`src/rtl/iter_shifter.sv`:
```
// Multi-cycle SLL/SRL/SRA/ROR unit: shifts at most STEP bits per clock,
// using a start/busy/done handshake so callers can stall on long shifts.
module iter_shifter #(
  parameter int WIDTH = 32,
  parameter int STEP  = 2,
  parameter int SHW   = 5
) (
  input  logic             clk,
  input  logic             rst_n,
  input  logic             start,
  input  logic [1:0]       op,
  input  logic [WIDTH-1:0] din,
  input  logic [SHW-1:0]   shamt,
  output logic             busy,
  output logic             done,
  output logic [WIDTH-1:0] dout
);

  typedef enum logic [1:0] {S_IDLE, S_SHIFT, S_DONE} state_t;

  localparam logic [1:0]     OP_SLL = 2'b00;
  localparam logic [1:0]     OP_SRL = 2'b01;
  localparam logic [1:0]     OP_SRA = 2'b10;
  localparam logic [SHW-1:0] STEP_K = SHW'(STEP);

  state_t           state, state_nxt;
  logic [WIDTH-1:0] work, work_nxt, dout_nxt;
  logic [SHW-1:0]   rem, rem_nxt, k;
  logic [1:0]       op_q, op_nxt;

  // k is always >= 1 when called from SHIFT, so the ROR back-shift stays < WIDTH.
  // SRA keeps the operand sign because the MSB of work never changes under >>>.
  function automatic logic [WIDTH-1:0] shift_step(input logic [1:0] o,
                                                  input logic [WIDTH-1:0] w,
                                                  input logic [SHW-1:0] amt);
    case (o)
      OP_SLL:  shift_step = w << amt;
      OP_SRL:  shift_step = w >> amt;
      OP_SRA:  shift_step = WIDTH'($signed(w) >>> amt);
      default: shift_step = (w >> amt) | (w << (WIDTH - int'(amt)));
    endcase
  endfunction

  always_comb begin
    state_nxt = state;
    work_nxt  = work;
    rem_nxt   = rem;
    op_nxt    = op_q;
    dout_nxt  = dout;
    k         = '0;
    case (state)
      S_IDLE: begin
        if (start) begin
          work_nxt = din;
          op_nxt   = op;
          rem_nxt  = shamt;
          if (shamt == '0) begin
            state_nxt = S_DONE;
            dout_nxt  = din;
          end else begin
            state_nxt = S_SHIFT;
          end
        end
      end
      S_SHIFT: begin
        k        = (rem > STEP_K) ? STEP_K : rem;
        work_nxt = shift_step(op_q, work, k);
        rem_nxt  = rem - k;
        if (rem_nxt == '0) begin
          state_nxt = S_DONE;
          dout_nxt  = work_nxt;
        end
      end
      S_DONE:  state_nxt = S_IDLE;
      default: state_nxt = S_IDLE;
    endcase
  end

  // dout is loaded on the edge entering DONE so it is valid alongside done.
  always_ff @(posedge clk or negedge rst_n) begin
    if (!rst_n) begin
      state <= S_IDLE;
      work  <= '0;
      rem   <= '0;
      op_q  <= '0;
      dout  <= '0;
      busy  <= 1'b0;
      done  <= 1'b0;
    end else begin
      state <= state_nxt;
      work  <= work_nxt;
      rem   <= rem_nxt;
      op_q  <= op_nxt;
      dout  <= dout_nxt;
      busy  <= (state_nxt != S_IDLE);
      done  <= (state_nxt == S_DONE);
    end
  end

endmodule

```
`config.mk`:
```
export PLATFORM = sky130hd
export DESIGN_NAME = iter_shifter
export DESIGN_NICKNAME = d
export VERILOG_FILES = /design/src/rtl/iter_shifter.sv
export SDC_FILE = /design/constraint.sdc
export NUM_CORES = 1
export LEC_CHECK = 0
export ABC_AREA = 1
export BUFFER_PORTS_ARGS = -buffer_cell sky130_fd_sc_hd__buf_2
export CAP_MARGIN = 20
export CORE_MARGIN = 2
export CORE_UTILIZATION = 30
export CTS_CLUSTER_SIZE = 30
export DETAILED_ROUTE_END_ITERATION = 8
export PLACE_DENSITY = 0.52
export SLEW_MARGIN = 10
export SYNTH_ARGS = -nofsm -noshare
export SYNTH_HDL_FRONTEND = slang
export SYNTH_SLANG_ARGS = --single-unit
export TNS_END_PERCENT = 20
```
`constraint.sdc`:
```
create_clock -name clk -period 2.3 [get_ports clk]
set_clock_uncertainty 0.1 [all_clocks]
set_input_delay 0.23 -clock clk [delete_from_list [all_inputs] [get_ports clk]]
set_output_delay 0.23 -clock clk [all_outputs]
set_load 0.05 [all_outputs]
```
==> impl_metrics.csv <==
group,metric,value,unit
outcome,status,"complete, no violations",
finish,synthToLayoutAreaGrowth,26.49,%
global_routing,grt_pass1_vias,5371,
synthesis,synth_cell_types,37,
synthesis,ys.flop_type,"dfrtp_1",
timing,post-route-worst-setup-slack,0.05368,ns
power_and_ir_drop,powerDensity,1755,nW/um2
place,gp_congestion,0.9156,
power_and_ir_drop,finalPower,11.40,mW
finish,multi_input_area,2922,um2
clocking,cts_buffer_depth,2,
power_and_ir_drop,p_leak,3.224,nW
die,die_area,18180,um2
synthesis,netlist_area,5134,um2
die,die_y,134.8,um
timing,setup_tns,0,ns
critical_path,worstPathArrival,2.39,ns
power_and_ir_drop,vdd_drop_max,1.002,mV
clocking,clk_latency,0.35,ns
synthesis,async_reset_ff_share,100.0,%
synthesis,synth-seq-cells,75,
synthesis,synth_area_per_cell,6.573,um2
die,row_count,47,
die,start_util,30.85,%
finish,final_cell_mix,"275 x nand2_1, 85 x nand3_1, 75 x dfrtp_1, 74 x o21ai_0, 74 x buf_2",
finish,layout-drive-gt1-share,21.52,%
timing,hold_viol,0,
worst_hold_path,hp-class,"primary input to register",
route,drc,0,
global_routing,antenna_found_initial,0,
route,post_drt_wl_per_cell,16.80,um
power_and_ir_drop,combPwrFrac,65.3,%
power_and_ir_drop,clkPwrFrac,12.6,%
route,drt-total-wl,18530,um
synthesis,yosys_warnings,0,
synthesis,synthCells,781,
global_routing,grt_usage,20.78,%
clocking,clock-root-buffer,"clkbuf_16",
critical_path,crit_required,2.44,ns
finish,fin_util,39.02,%
finish,num_antenna_cells,0,
global_routing,grt-ovfl-total,0,
clocking,cts_buffers,9,
clocking,h-tree-depth,3,
route,drt_iter0_markers,517,
critical_path,critical_path.startpoint_type,"register",
global_routing,grt_first_pass_wirelength,29420,um
route,routed_via_density,5.086,
critical_path,crit_type,"register to register",
finish,final.fill_count,1799,
timing,timing.fmax,445.2,MHz
timing,final-max-slew-violation-count,0,
place,dp_hpwl,13360,um
power_and_ir_drop,netSwitchingFraction,53.37,%
critical_path,end_kind,"register",
route,ant_nets,0,
die,die_x,134.8,um
critical_path,cp_max_fo,7,
power_and_ir_drop,internal_power,5.315,mW
route,firstDrtPassIters,6,
synthesis,synth_nets,825,
place,place_ws,-0.009896,ns
die,num_io_pins,76,
timing,fin_crit,2.246,ns
clocking,cts_tree,"yes",
finish,seq_area,1877,um2
route,vias,5610,
place,port_buffers,75,
power_and_ir_drop,power_switching,6.083,mW
global_routing,grt_max_degree,51,
flow_run,timing.max_cap.violations,0,
clocking,cts.sinks,75,
timing,rsz0062_at_grt,"yes",
power_and_ir_drop,seqPwrFrac,22.1,%
die,core-area,16640,um2
place,post_dp_cell_area,6018,um2
finish,nets,922,
finish,final_common_cell,"nand2_1",
synthesis,synth_edf_count,0,
clocking,cts.clk_slew.worst_paths,0.06,ns
finish,fin_area,6494,um2
timing,final-setup-viol-count,0,
synthesis,yosysSeqAreaShare,36.56,%
timing,finalCritPeriodShare,97.67,%
==> per-layer routing <==
layer	track usage, %	wire (um)	vias up
met1	29.96	8889	2619
met3	3.904	1071	23
met5	0	0	-
met2	31.90	8234	183
li1	-	-	2785
met4	5.614	337	0
==> layout make-up <==
| type | instances | area share, % |
|---|---|---|
| Sequential cell | 75 | 28.90 |
| Clock inverter | 4 | 0.7707 |
| Inverter | 53 | 3.141 |
| Tap cell | 220 | 4.239 |
| Timing Repair Buffer | 129 | 14.16 |
| Multi-Input combinational cell | 610 | 44.99 |
| Clock buffer | 12 | 3.796 |
==> sequential cells by signal (all words and copies together) (netlist names) <==
register,count
dout,32
state,2
work,32
done,1
busy,1
rem,5
op_q,2
==> logic make-up after synthesis <==
kind of cell	Yosys count	synth area share, %
AND/OR/NAND/NOR	450	37.78
AO/OA/AOI/OAI	155	17.01
buffers and inverters	96	7.750
flip-flops	75	36.56
XOR/XNOR	2	0.3413
adder cells (fa/ha/maj)	2	0.4874
other	1	0.07305
==> Yosys cell counts, drive strengths merged, types with 3 or more instances <==
cell type  count  area, um2
o211ai        18      135.1
nor2          52      230.2
a31oi          6      37.54
nand4          9      56.30
o22ai          7      43.79
or2           20      125.1
dfrtp         75       1877
inv           51      191.4
clkbuf        22      82.58
o221ai         4      35.03
a32oi          3      26.28
nand2        278       1054
nand3         86      430.4
buf           21      116.4
a21oi         22      110.1
o21ai         92      460.4
==> timing repair <==
item	CTS	global route
setup endpoints to repair	16	51
pin swaps	3	8
gates resized for setup	1	38
hold endpoints to repair	36	0
setup buffers	0	6
hold buffers	2	0
gates cloned	0	1
==> power groups by stage <==
| stage | registers, mW | logic, mW | clock network [mW] |
|---|---|---|---|
| after global routing | 2.60 | 8.29 | 1.54 |
| after global placement | 2.53 | 7.14 | 0 |
| after floorplan | 3.23 | 4.19 | 0 |
| after detailed placement | 2.51 | 7.17 | 0 |
| after CTS | 2.50 | 7.20 | 1.47 |
| final | 2.52 | 7.44 | 1.44 |
==> final timing paths <==
kind	cells past startpoint	start	slack, ns	end
min in group asynchronous	2	rst_n	0.29	dout[15]
max	13	rem[3]	0.05	work[30]
min reg2reg	2	dout[17]	0.37	dout[17]
max reg2reg	13	rem[3]	0.05	work[30]
max in group asynchronous	3	rst_n	1.22	work[5]
min	3	op[1]	0.005	op_q[1]
==> per-stage QoR <==
step	instances	hold slack [ns]
floorplan	781	-0.1656
global placement	1078	0.1328
detailed placement	1078	0.1368
CTS	1096	0.0003556
global route	1103	0.01445
finish	1103	0.005284
==> worst max-delay path: stages, from the launching register on <==
cell     delay [ns]
dfrtp_1        0.42
nor2_4         0.20
nand3_2        0.12
ha_1           0.32
buf_4          0.17
buf_4          0.16
nand3_1        0.08
nand3_1        0.10
nand2_1        0.11
nand2_1        0.06
nand2_1        0.11
nand2_1        0.08
nand2_1        0.06
nand2_1        0.04
(Power assumes the default switching activity.)
